File: config.mk
export PLATFORM = sky130hd
export DESIGN_NAME = mux_result_uart_tx
export DESIGN_NICKNAME = d
export VERILOG_FILES = /design/src/rtl/mux_result_uart_tx.sv
export SDC_FILE = /design/constraint.sdc
export NUM_CORES = 1
export LEC_CHECK = 0
export ABC_AREA = 1
export BUFFER_PORTS_ARGS = -buffer_cell sky130_fd_sc_hd__buf_2
export CORE_MARGIN = 1
export CORE_UTILIZATION = 55
export CTS_CLUSTER_DIAMETER = 80
export CTS_CLUSTER_SIZE = 28
export DETAILED_ROUTE_END_ITERATION = 10
export PLACE_DENSITY = 0.83
export SYNTH_ARGS = -nofsm -noshare
export SYNTH_HDL_FRONTEND = slang
export SYNTH_SLANG_ARGS = --single-unit
File: constraint.sdc
create_clock -name clk -period 3.42 [get_ports clk]
set_input_delay 0.342 -clock clk [delete_from_list [all_inputs] [get_ports clk]]
set_output_delay 0.342 -clock clk [all_outputs]
set_load 0.01 [all_outputs]
File: src/rtl/mux_result_uart_tx.sv
// ============================================================================
// Module   : mux_result_uart_tx
// Brief    : 8N1 UART transmitter for the nibble-mux C bus. Handshakes with
//            valid/ready and can optionally self-trigger on data changes.
//            Optional macro UART_PARITY_EN adds an even-parity bit.
// Revision : 1.0 - initial release
// ============================================================================
`default_nettype none

module mux_result_uart_tx #(
    parameter int CLKS_PER_BIT = 16,
    parameter bit AUTO_SEND    = 1'b0
) (
    input  logic       clk,
    input  logic       rst,
    input  logic [7:0] i_data_in,
    input  logic       i_start,
    output logic       o_ready,
    output logic       o_tx,
    output logic       o_busy,
    output logic       o_done
);

    localparam int CNT_W = (CLKS_PER_BIT > 1) ? $clog2(CLKS_PER_BIT) : 1;
    localparam logic [CNT_W-1:0] c_BAUD_LAST = CNT_W'(CLKS_PER_BIT - 1);

    typedef enum logic [2:0] {
        S_IDLE   = 3'd0,
        S_START  = 3'd1,
        S_DATA   = 3'd2,
`ifdef UART_PARITY_EN
        S_PARITY = 3'd3,
`endif
        S_STOP   = 3'd4
    } state_t;

    state_t           r_state;
    logic [CNT_W-1:0] r_baud;
    logic [2:0]       r_bit_idx;
    logic [7:0]       r_shift;
    logic             r_tx;
    logic             r_done;

    logic             w_auto_trig;
    logic             w_accept;
    logic             w_bit_end;
    logic [2:0]       w_next_idx;

    assign w_accept   = (r_state == S_IDLE) && (i_start || w_auto_trig);
    assign w_bit_end  = (r_baud == c_BAUD_LAST);
    assign w_next_idx = r_bit_idx + 3'd1;

    generate
        if (AUTO_SEND) begin : g_auto_send
            logic [7:0] r_last_sent;
            logic       r_pending;
            logic       w_changed;

            assign w_changed = (i_data_in != r_last_sent);

            // A change seen mid-frame is remembered so it is sent even if C reverts.
            always_ff @(posedge clk) begin
                if (rst) begin
                    r_last_sent <= 8'h00;
                    r_pending   <= 1'b0;
                end else if (w_accept) begin
                    r_last_sent <= i_data_in;
                    r_pending   <= 1'b0;
                end else if ((r_state != S_IDLE) && w_changed) begin
                    r_pending   <= 1'b1;
                end
            end

            assign w_auto_trig = w_changed || r_pending;
        end else begin : g_manual_send
            assign w_auto_trig = 1'b0;
        end
    endgenerate

    always_ff @(posedge clk) begin
        if (rst) begin
            r_state   <= S_IDLE;
            r_baud    <= '0;
            r_bit_idx <= 3'd0;
            r_shift   <= 8'h00;
            r_tx      <= 1'b1;
            r_done    <= 1'b0;
        end else begin
            r_done <= 1'b0;
            case (r_state)
                S_IDLE: begin
                    if (w_accept) begin
                        r_shift   <= i_data_in;
                        r_state   <= S_START;
                        r_tx      <= 1'b0;
                        r_baud    <= '0;
                        r_bit_idx <= 3'd0;
                    end
                end
                S_START: begin
                    if (w_bit_end) begin
                        r_baud  <= '0;
                        r_state <= S_DATA;
                        r_tx    <= r_shift[0];
                    end else begin
                        r_baud  <= r_baud + CNT_W'(1);
                    end
                end
                S_DATA: begin
                    if (w_bit_end) begin
                        r_baud <= '0;
                        if (r_bit_idx == 3'd7) begin
`ifdef UART_PARITY_EN
                            r_state <= S_PARITY;
                            r_tx    <= ^r_shift;
`else
                            r_state <= S_STOP;
                            r_tx    <= 1'b1;
`endif
                        end else begin
                            r_bit_idx <= w_next_idx;
                            r_tx      <= r_shift[w_next_idx];
                        end
                    end else begin
                        r_baud <= r_baud + CNT_W'(1);
                    end
                end
`ifdef UART_PARITY_EN
                S_PARITY: begin
                    if (w_bit_end) begin
                        r_baud  <= '0;
                        r_state <= S_STOP;
                        r_tx    <= 1'b1;
                    end else begin
                        r_baud  <= r_baud + CNT_W'(1);
                    end
                end
`endif
                S_STOP: begin
                    if (w_bit_end) begin
                        r_baud  <= '0;
                        r_state <= S_IDLE;
                        r_done  <= 1'b1;
                    end else begin
                        r_baud  <= r_baud + CNT_W'(1);
                    end
                end
                default: begin
                    r_state <= S_IDLE;
                    r_tx    <= 1'b1;
                end
            endcase
        end
    end

    assign o_ready = (r_state == S_IDLE);
    assign o_busy  = ~o_ready;
    assign o_tx    = r_tx;
    assign o_done  = r_done;

endmodule

`default_nettype wire

# Word level (Yosys, flattened, before mapping)
# Cells that the tools add are included.
# W data, S select, Z words.
[classes]
n_mux = 21
n_eq_ne = 11
reduce_logical = 11
addsub = 2
n_bitwise = 2
order_cmp = 1
[op_table]
columns = ["cell", "n"]
rows = [
  ["$mux W3", 8],
  ["$pmux W3 S4", 1],
  ["$ne A2 B2 Y1 const B", 5],
  ["$mux W4", 2],
  ["$pmux W4 S2", 1],
  ["$reduce_and A4 Y1", 2],
  ["$eq A3 B3 Y1 const B", 2],
  ["$mux W1", 6],
  ["$pmux W3 S2", 1],
  ["$reduce_and A5 Y1", 1],
  ["$add A4 B1 Y4 const B", 1],
  ["$eq A4 B4 Y1 const B", 1],
  ["$lt A3 B4 Y1 const B", 1],
  ["$pmux W1 S4", 1],
  ["$reduce_and A2 Y1", 2],
  ["$reduce_bool A2 Y1", 2],
  ["$add A3 B1 Y3 const B", 1],
  ["$bmux W1 S3", 1],
  ["$eq A3 B1 Y1 const B", 1],
  ["$eq A3 B2 Y1 const B", 1],
  ["$logic_not A3 Y1", 1],
  ["$reduce_or A3 Y1", 1],
  ["$ne A2 B1 Y1 const B", 1],
  ["$not A1 Y1", 2],
  ["other kinds (2)", 2],
]
[totals]
input_bits = 11
word_cells = 54
regBits = 20

# Logic depth before layout (Yosys ltp)
# Gate-level depths: netlist of the first run.
[depth]
word_depth = 6
mapped_depth = 10

# Least setup slack after synthesis of the first run
# OpenSTA, ideal clock, no wires.
[synth_timing]
kind = "reg-to-reg"
start = "register r_bit_idx[0]"
end = "register r_tx, in the netlist o_tx"
synth_period_minus_slack_ns = 1.403
stages_incl_launch_ff = 11
slack_ns = 2.017
arrival_ns = 1.288
n_path_buf = 0
required_time_ns = 3.305
path_cell_list = "dfxtp_1 ha_1 ha_1 inv_1 nand3_1 nand3b_1 nand3_1 nand2_1 nand2_1 nand2_1 nand2_1"
[synth_between]
elab_chain_len = 6
word_cells_on_any_way = 7
[synth_lines]
columns = ["element", "line", "source"]
rows = [
  ["from (decl)", "39", "logic [2:0] r_bit_idx;"],
  ["from (signal assigned)", "121", "r_bit_idx <= w_next_idx;"],
  ["$add A3 B1 Y3", "51", "assign w_next_idx = r_bit_idx + 3'd1;"],
  ["$bmux W1 S3", "122", "r_tx <= r_shift[w_next_idx];"],
  ["$mux W1 (not written as such)", "122", ""],
  ["$mux W1 (*)", "112", "if (r_bit_idx == 3'd7) begin"],
  ["$mux W1 (*)", "110", "if (w_bit_end) begin"],
  ["$pmux W1 S4 (*)", "90", "case (r_state)"],
  ["to (signal assigned)", "104", "r_tx <= r_shift[0];"],
  ["to (signal assigned)", "122", ""],
  ["to (decl)", "41", "logic r_tx;"],
]
# Every way passes the cells marked *; elsewhere a longest branch is shown, timed or not. The select of a mux whose other input is x is not followed.
# A chain may end at the register's enable or synchronous reset.

# Worst setup path after layout of the first run
[layout_timing]
start = "register r_state[0]"
end = "output o_ready"
[layout_between]
elab_chain_len = 1
[layout_lines]
columns = ["element", "line", "source"]
rows = [
  ["from (decl)", "37", "state_t r_state;"],
  ["from (signal assigned)", "82", "r_state <= S_IDLE;"],
  ["from (signal assigned)", "94", "r_state <= S_START;"],
  ["from (signal assigned)", "103", "r_state <= S_DATA;"],
  ["$logic_not A3 Y1", "156", "assign o_ready = (r_state == S_IDLE);"],
  ["to (decl)", "18", "output logic o_ready,"],
]
# No other way between the ends.

==> results of run 1 <==
metal layers:
layer	routed length, µm	GRT usage
met4	47	0.127
met3	104	0.0480
met1	961	0.313
met2	988	0.374
met5	0	0
path summary, 6_finish.rpt:
| kind | end | slack [ps] | cells after the start |
|---|---|---|---|
| hold reg to reg | r_shift[1]$_SDFFE_PP0P_ | 480 | 2 |
| hold / removal | r_shift[1]$_SDFFE_PP0P_ | 280 | 3 |
| setup reg to reg | o_tx$_SDFFE_PP1P_ | 1870 | 10 |
| setup / recovery | o_ready | 1740 | 4 |
registers in the layout, indices dropped and copies added, names as in the netlist:
signal,cells
o_done,1
o_tx,1
r_baud,4
r_bit_idx,3
r_shift,8
r_state,3
critical path: cells and delay by family, from the launching register on:
kind,cells,cell delay (ps)
DFF,1,390
buffers and inverters,2,400
and+or+nand+nor,2,240
power by group through the flow:
stage,sequential (W),clock [W],combinational (W)
4_1_cts,0.000268,0.000199,0.000148
3_3_place_gp,0.000273,0,0.000143
3_5_place_dp,0.000273,0,0.000147
6_report,0.000268,0.000197,0.000149
2_1_floorplan,0.000270,0,0.000119
5_1_grt,0.000270,0.000210,0.000167
synthesized netlist by cell type:
| library cell | number | area, µm² |
|---|---|---|
| nand2_1 | 37 | 139 |
| a21oi_1 | 20 | 100 |
| dfxtp_1 | 20 | 400 |
| nand3_1 | 17 | 85.1 |
| inv_1 | 8 | 30.0 |
| nor2_1 | 7 | 26.3 |
| nand4_1 | 4 | 25.0 |
| ha_1 | 3 | 37.5 |
| nand2_2 | 3 | 18.8 |
| nand3b_1 | 3 | 22.5 |
| nor2_2 | 3 | 18.8 |
| a21oi_2 | 2 | 17.5 |
| inv_2 | 2 | 7.51 |
| buf_2 | 1 | 5.00 |
| buf_4 | 1 | 7.51 |
| buf_6 | 1 | 11.3 |
| clkbuf_1 | 1 | 3.75 |
| nand2_4 | 1 | 11.3 |
| nand3_2 | 1 | 10.0 |
| nor3_1 | 1 | 5.00 |
| o21ai_2 | 1 | 8.76 |
| o21bai_4 | 1 | 18.8 |
| xor2_1 | 1 | 8.76 |
cells by family (layout without fill, tap and decap cells):
logic type | Yosys count | in the layout
flops | 20 | 20
buf+inv | 14 | 28
xor+xnor | 1 | 1
simple gates | 77 | 77
fa+ha+maj | 3 | 3
compound gates | 24 | 24
area by class of cell:
type	count	area [µm²]	area share
timing repair buffer	14	70.1	0.0612
clock inverter	1	30.0	0.0262
clock buffer	3	22.5	0.0197
multi-input combinational	105	553	0.483
sequential	20	400	0.350
tap	25	31.3	0.0273
inverter	10	37.5	0.0328
through the flow:
| step | utilization | total power, W | setup slack (ps) | std cells |
|---|---|---|---|---|
| CTS | 0.663 | 0.000615 | 1730 | 178 |
| finish | 0.663 | 0.000614 | 1740 | 178 |
| global route | 0.663 | 0.000647 | 1660 | 178 |
| detailed placement | 0.633 | 0.000420 | 1910 | 174 |
| global placement | 0.633 | 0.000415 | 1980 | 174 |
| floorplan | - | 0.000390 | 2020 | 139 |
==> summary.md, run 1 <==
| Metric | Value |
|---|---|
| Hold crit path type | `in2reg` |
| Beginning of the worst hold path | `i_data_in[1]` |
| H-Tree Depth | `1` |
| Num CTS Buffers | `3` |
| Total of hold buffers inserted after clock tree synthesis | `0` |
| Hold violation count in the final report | `0` |
| Last weighted congestion value of the routability-driven placer | `0.848` |
| Type of origin of the critical path | `flop` |
| Launch point of the worst path | `r_state[0]$_SDFFE_PP0P_` |
| Routed wire per std cell | `11.8 µm` |
| TritonCTS clock tree | `yes` |
| Die X | `about 45 µm` |
| Top achievable clock speed | `594 MHz` |
| Yosys warnings | `0` |
| Latest clock arrival within the worst-skew pair | `310 ps` |
| Die area | `around 2000 µm²` |
| Buffer cell driving the clock tree root | `clkbuf_4` |
| Switch Pwr | `roughly 0.00019 W` |
| Cell at the slowest stage of the critical path | `dfxtp_1` |
| Area growth from synthesis to layout | `12.4%` |
| Initial DRC count | `24` |
| Final WL | `2100 µm` |
| Leak pwr | `a little under 0.5 nW` |
| Post-layout min period | `between 1500 and 2000 ps` |
| Flop pwr share | `0.437` |
| Clock slew at reported path FFs | `120 ps` |
| Max-Slew Margin vs Limit | `0.765` |
| Cell Area, Placed | `approximately 1100 µm²` |
| Proportion of synthesized chip area in sequential cells | `0.393` |
| Most frequent standard cell in the layout excluding fill and tap cells | `nand2_1` |
| Outcome | `completed` |
| Number of global-route vias before repair | `between 800 and 900` |
| CP max stage delay | `390 ps` |
| Power share of the combinational group | `0.242` |
| Core region area | `1730 µm²` |
| Number of antenna cells inserted | `0` |
| Via-to-Cell Ratio | `5.36` |
| Arrival time of the worst setup path | `1340 ps` |
| Xor and xnor area share after synthesis | `0.00860` |
| Slew of the pin with the lowest slew margin | `between 300 and 400 ps` |
| # Max-Cap Violations | `0` |
| Aggregate negative setup slack | `0 ps` |
| Largest family of logic cells by synthesized area | `simple AND/OR/NAND/NOR gates` |
| Floorplan die height | `45.0 µm` |
| Worst-case hold slack | `approximately 280 ps` |
| Post-Syn Nets | `153` |
| Sum of net half-perimeters after detailed placement | `1500 µm` |
| Gates resized, CTS repair | `0` |
| Chain of cells forming the critical path | `nor2_2, nand2_2, inv_2, buf_2` |
| Critical Path End Type | `output pin` |
| Bufs on Longest Clock Path | `2` |
| Residual DRC | `0` |
| Detailed Routing Iterations Pass 1 | `4` |
| Reg-to-reg critical path startpoint | `r_bit_idx[0]$_SDFFE_PP0P_` |
| Area of all placed cells without fillers | `1140 µm²` |
| Initial standard-cell utilization of the core | `0.590` |
| Wire length of the first global-routing pass | `between 3000 and 4000 µm` |
| Share of synthesized cell area in full adder, half adder and majority cells | `0.0369` |
| Number of input and output port buffers inserted | `14` |
| Final period util | `0.492` |
| Design internal power | `0.000424 W` |
| Layout cells sized above 1 | `0.209` |
| Final antenna-violating net count | `0` |
| Net total in the final layout | `168` |
| Data required time of the critical path | `3080 ps` |
| Row Count | `15` |
| VDD IR-drop max | `0.000345 V` |
| Global route total overflow | `0` |
| Count of state elements after synthesis | `20` |
| Portion of netlist area occupied by mux cells | `0` |
| Area fraction in compound gates after synthesis | `0.143` |
| Net switching fraction of the power | `0.309` |
| Pins Over Slew Limit | `0` |
| Top fanout value on the critical path | `11` |
| Buffers inserted during post-CTS setup optimization | `0` |
| Part of the power in the clock network | `0.321` |
| Total vias in the final route | `~950` |
| Total routing usage reported by global routing | `0.240` |
| Pwr/cell area | `537 nW/µm²` |
| Commonest non-fill, non-tap cells in the layout | `nand2_1 (37), a21oi_1 (20), dfxtp_1 (20), nand3_1 (17), buf_2 (14)` |
| Number of primary I/O pins | `15` |
| Post-Synth Simple-Gate Area | `0.355` |
| Post-synthesis cell type count | `23` |
| Clock Skew | `3.58 ps` |
| Pin count of the biggest net entering global routing | `21` |
| Mean area per synthesized cell | `7.33 µm²` |
| Filler instances | `154` |
| Total standard cell area after synthesis | `1020 µm²` |
| Final setup violation count | `0` |
| Number of instances in the synthesized netlist | `139` |
| Clock sink count | `20` |
| Antenna violations before repair | `0` |
| Worst Setup Path Type | `reg2out` |
| Unrepaired setup endpoints after global routing | `false` |
No activity file was read; power rests on OpenSTA's default activity.
==> inputs of run 2 (changes only) <==
--- a/config.mk
+++ b/config.mk
@@ -8,11 +8,11 @@
 export ABC_AREA = 1
 export BUFFER_PORTS_ARGS = -buffer_cell sky130_fd_sc_hd__buf_2
 export CORE_MARGIN = 1
-export CORE_UTILIZATION = 55
+export CORE_UTILIZATION = 49
 export CTS_CLUSTER_DIAMETER = 80
 export CTS_CLUSTER_SIZE = 28
 export DETAILED_ROUTE_END_ITERATION = 10
-export PLACE_DENSITY = 0.83
+export PLACE_DENSITY = 0.79
 export SYNTH_ARGS = -nofsm -noshare
 export SYNTH_HDL_FRONTEND = slang
 export SYNTH_SLANG_ARGS = --single-unit
==> constraint.sdc (replaced) <==
create_clock -name clk -period 1.4 [get_ports clk]
set_input_delay 0.14 -clock clk [delete_from_list [all_inputs] [get_ports clk]]
set_output_delay 0.14 -clock clk [all_outputs]
set_load 0.01 [all_outputs]
==> summary.md, run 2 (synthesis results as in run 1) <==
| Metric | Value |
|---|---|
| Outcome | `finished with violations` |
| Failing checks | `negative setup slack` |
| Launch point of the worst path | `r_bit_idx[1]$_SDFFE_PP0P_` |
| Pin count of the biggest net entering global routing | `21 (unchanged)` |
| Net switching fraction of the power | `0.314 (+0.00464)` |
| Share of the core filled with cells in the final layout | `0.654 (-0.00934)` |
| Least setup slack across all paths after layout | `-33.0 ps (-1770 ps)` |
| Flop pwr share | `0.422 (-0.015)` |
| Number of antenna cells inserted | `0 (unchanged)` |
| Clock sink count | `20 (unchanged)` |
| Top achievable clock speed | `698 MHz` |
| Chain of cells forming the critical path | `ha_4, ha_4, nand3_1, nand3b_1, nand3_1, nand2_1, nand2_1, nand2_1, nand2_1` |
| Number of flip-flops under the largest register name | `8 (unchanged)` |
| Power share of the combinational group | `0.271 (+0.029)` |
| Wire length of the first global-routing pass | `3330 µm (-3.8%)` |
| Total routing usage reported by global routing | `0.202 (-0.0380)` |
| Number of input and output port buffers inserted | `14 (unchanged)` |
| Final WL | `2310 µm (+9.7%)` |
| Registers with the most flip-flops | `r_shift (8), r_baud (4)` |
| Reg-to-reg critical path startpoint | `r_bit_idx[1]$_SDFFE_PP0P_` |
| Clock slew at reported path FFs | `130 ps (about the same)` |
| Routed wire per std cell | `12.5 µm (+6.1%)` |
| Final setup violation count | `1 (+1)` |
| Critical Path End Type | `flop` |
| Clock Skew | `9.69 ps (+6.10 ps)` |
| Hold crit path type | `in2reg` |
| Layout cells sized above 1 | `0.344 (+0.135)` |
| Net total in the final layout | `172 (+2.4%)` |
| Initial DRC count | `13 (-46%)` |
| TritonCTS clock tree | `yes` |
| Bufs on Longest Clock Path | `2 (unchanged)` |
| Commonest non-fill, non-tap cells in the layout | `nand2_1 (37), a21oi_1 (19), buf_2 (14), nand3_1 (13), dfxtp_1 (13)` |
| Sum of net half-perimeters after detailed placement | `1530 µm (+1.9%)` |
| Arrival time of the worst setup path | `1650 ps (+310 ps)` |
| Total chip power | `0.00157 W (+160%)` |
| Detailed Routing Iterations Pass 1 | `4 (unchanged)` |
| Pwr/cell area | `1220 nW/µm² (+130%)` |
| Worst Setup Path Type | `reg2reg` |
| VDD IR-drop max | `0.000792 V (+130%)` |
| Max-Slew Margin vs Limit | `0.746 (-0.0183)` |
| Residual DRC | `0 (unchanged)` |
| Buffer cell driving the clock tree root | `clkbuf_4` |
| Beginning of the worst hold path | `i_data_in[4]` |
| Data required time of the critical path | `1620 ps (-1460 ps)` |
| Final period util | `1.02` |
| Initial standard-cell utilization of the core | `0.519 (-0.0707)` |
| Cell Area, Placed | `1130 µm² (+3.4%)` |
| Part of the power in the clock network | `0.306 (-0.015)` |
| Leak pwr | `0.539 nW (+9.5%)` |
| Die area | `2260 µm² (+12%)` |
| Floorplan die height | `47.6 µm (+5.7%)` |
| Last weighted congestion value of the routability-driven placer | `0.841 (-0.74%)` |
| Switch Pwr | `0.000492 W (+160%)` |
| Core region area | `1960 µm² (+14%)` |
| H-Tree Depth | `1 (unchanged)` |
| Final antenna-violating net count | `0 (unchanged)` |
| Pins Over Slew Limit | `0 (unchanged)` |
| Aggregate negative setup slack | `-33.0 ps (-33.0 ps)` |
| Register with the most flip-flops | `r_shift` |
| Row Count | `16 (+1)` |
| Area growth from synthesis to layout | `25.9%` |
| Hold violation count in the final report | `0 (unchanged)` |
| Global route total overflow | `0 (unchanged)` |
| Dominant cell type by count on the critical path | `nand2_1` |
| CP max stage delay | `360 ps (-30 ps)` |
| Via-to-Cell Ratio | `5.47 (+2.1%)` |
| Die X | `47.6 µm (+5.7%)` |
| Num CTS Buffers | `3 (unchanged)` |
| Unrepaired setup endpoints after global routing | `true` |
| Most frequent standard cell in the layout excluding fill and tap cells | `nand2_1` |
| Top fanout value on the critical path | `4 (-7)` |
| Slew of the pin with the lowest slew margin | `380 ps (+27.5 ps)` |
| Total vias in the final route | `1,007 (+5.6%)` |
| Number of global-route vias before repair | `829 (-1.8%)` |
| Latest clock arrival within the worst-skew pair | `310 ps (about the same)` |
| # Max-Cap Violations | `0 (unchanged)` |
| Total of hold buffers inserted after clock tree synthesis | `0 (unchanged)` |
| Area of all placed cells without fillers | `1280 µm² (+12%)` |
| Filler instances | `192 (+25%)` |
| Antenna violations before repair | `0 (unchanged)` |
| Cell at the slowest stage of the critical path | `dfxtp_2` |
| Type of origin of the critical path | `flop` |
| Design internal power | `0.00107 W (+150%)` |
| Number of primary I/O pins | `15 (unchanged)` |
| Post-layout min period | `1430 ps` |
## run 2: critical path: cells and delay by family, from the launching register on
kind                     cells  cell delay [ps]
adder cells (fa/ha/maj)      2              460
flip-flops                   1              360
AND/OR/NAND/NOR              7              510
## run 2: power groups by stage
stage | Clock (W) | Combinational [W] | Sequential [W]
2_1_floorplan | 0 | 0.000292 | 0.000660
3_3_place_gp | 0 | 0.000362 | 0.000661
3_5_place_dp | 0 | 0.000373 | 0.000663
4_1_cts | 0.000474 | 0.000384 | 0.000650
5_1_grt | 0.000498 | 0.000473 | 0.000669
6_report | 0.000480 | 0.000425 | 0.000662
## run 2: timing repair
action	CTS	global route
resized for setup	3	25
setup buffers	0	1
endpoints found under the setup margin	2	11
pin swaps	0	10
## run 2: worst paths after layout
kind,endpoint,slack (ps),cells past startpoint
worst max-delay path,o_tx$_SDFFE_PP1P_,-30,9
worst min-delay path,r_shift[4]$_SDFFE_PP0P_,90,3
worst max register to register,o_tx$_SDFFE_PP1P_,-30,9
worst min register to register,r_shift[7]$_SDFFE_PP0P_,470,2
## run 2: per-stage QoR
step / setup WS, ps / instances / hold WS (ps)
CTS: 11.0 / 183 / 88.8
detailed placement: 16.6 / 179 / 419
global placement: 46.7 / 179 / 414
global route: -85.6 / 184 / 98.6
floorplan: 54.4 / 139 / 304
finish: -33.0 / 184 / 85.3
## run 2: final cells by class
type	instances	area [µm²]	share of cell area
clock inverter	1	30.0	0.0234
timing repair buffer	18	100	0.0780
inverter	10	45.0	0.0351
sequential	20	409	0.319
tap	27	33.8	0.0263
multi-input combinational	105	642	0.500
clock buffer	3	22.5	0.0176
## run 2: metal layers
layer / track usage / share of wire / vias up
met2: 0.342 / 0.49 / 27
met1: 0.274 / 0.47 / 477
li1: - / - / 499
met3: 0.0340 / 0.031 / 4
met4: 0.0333 / 0.013 / 0
met5: 0 / 0 / -
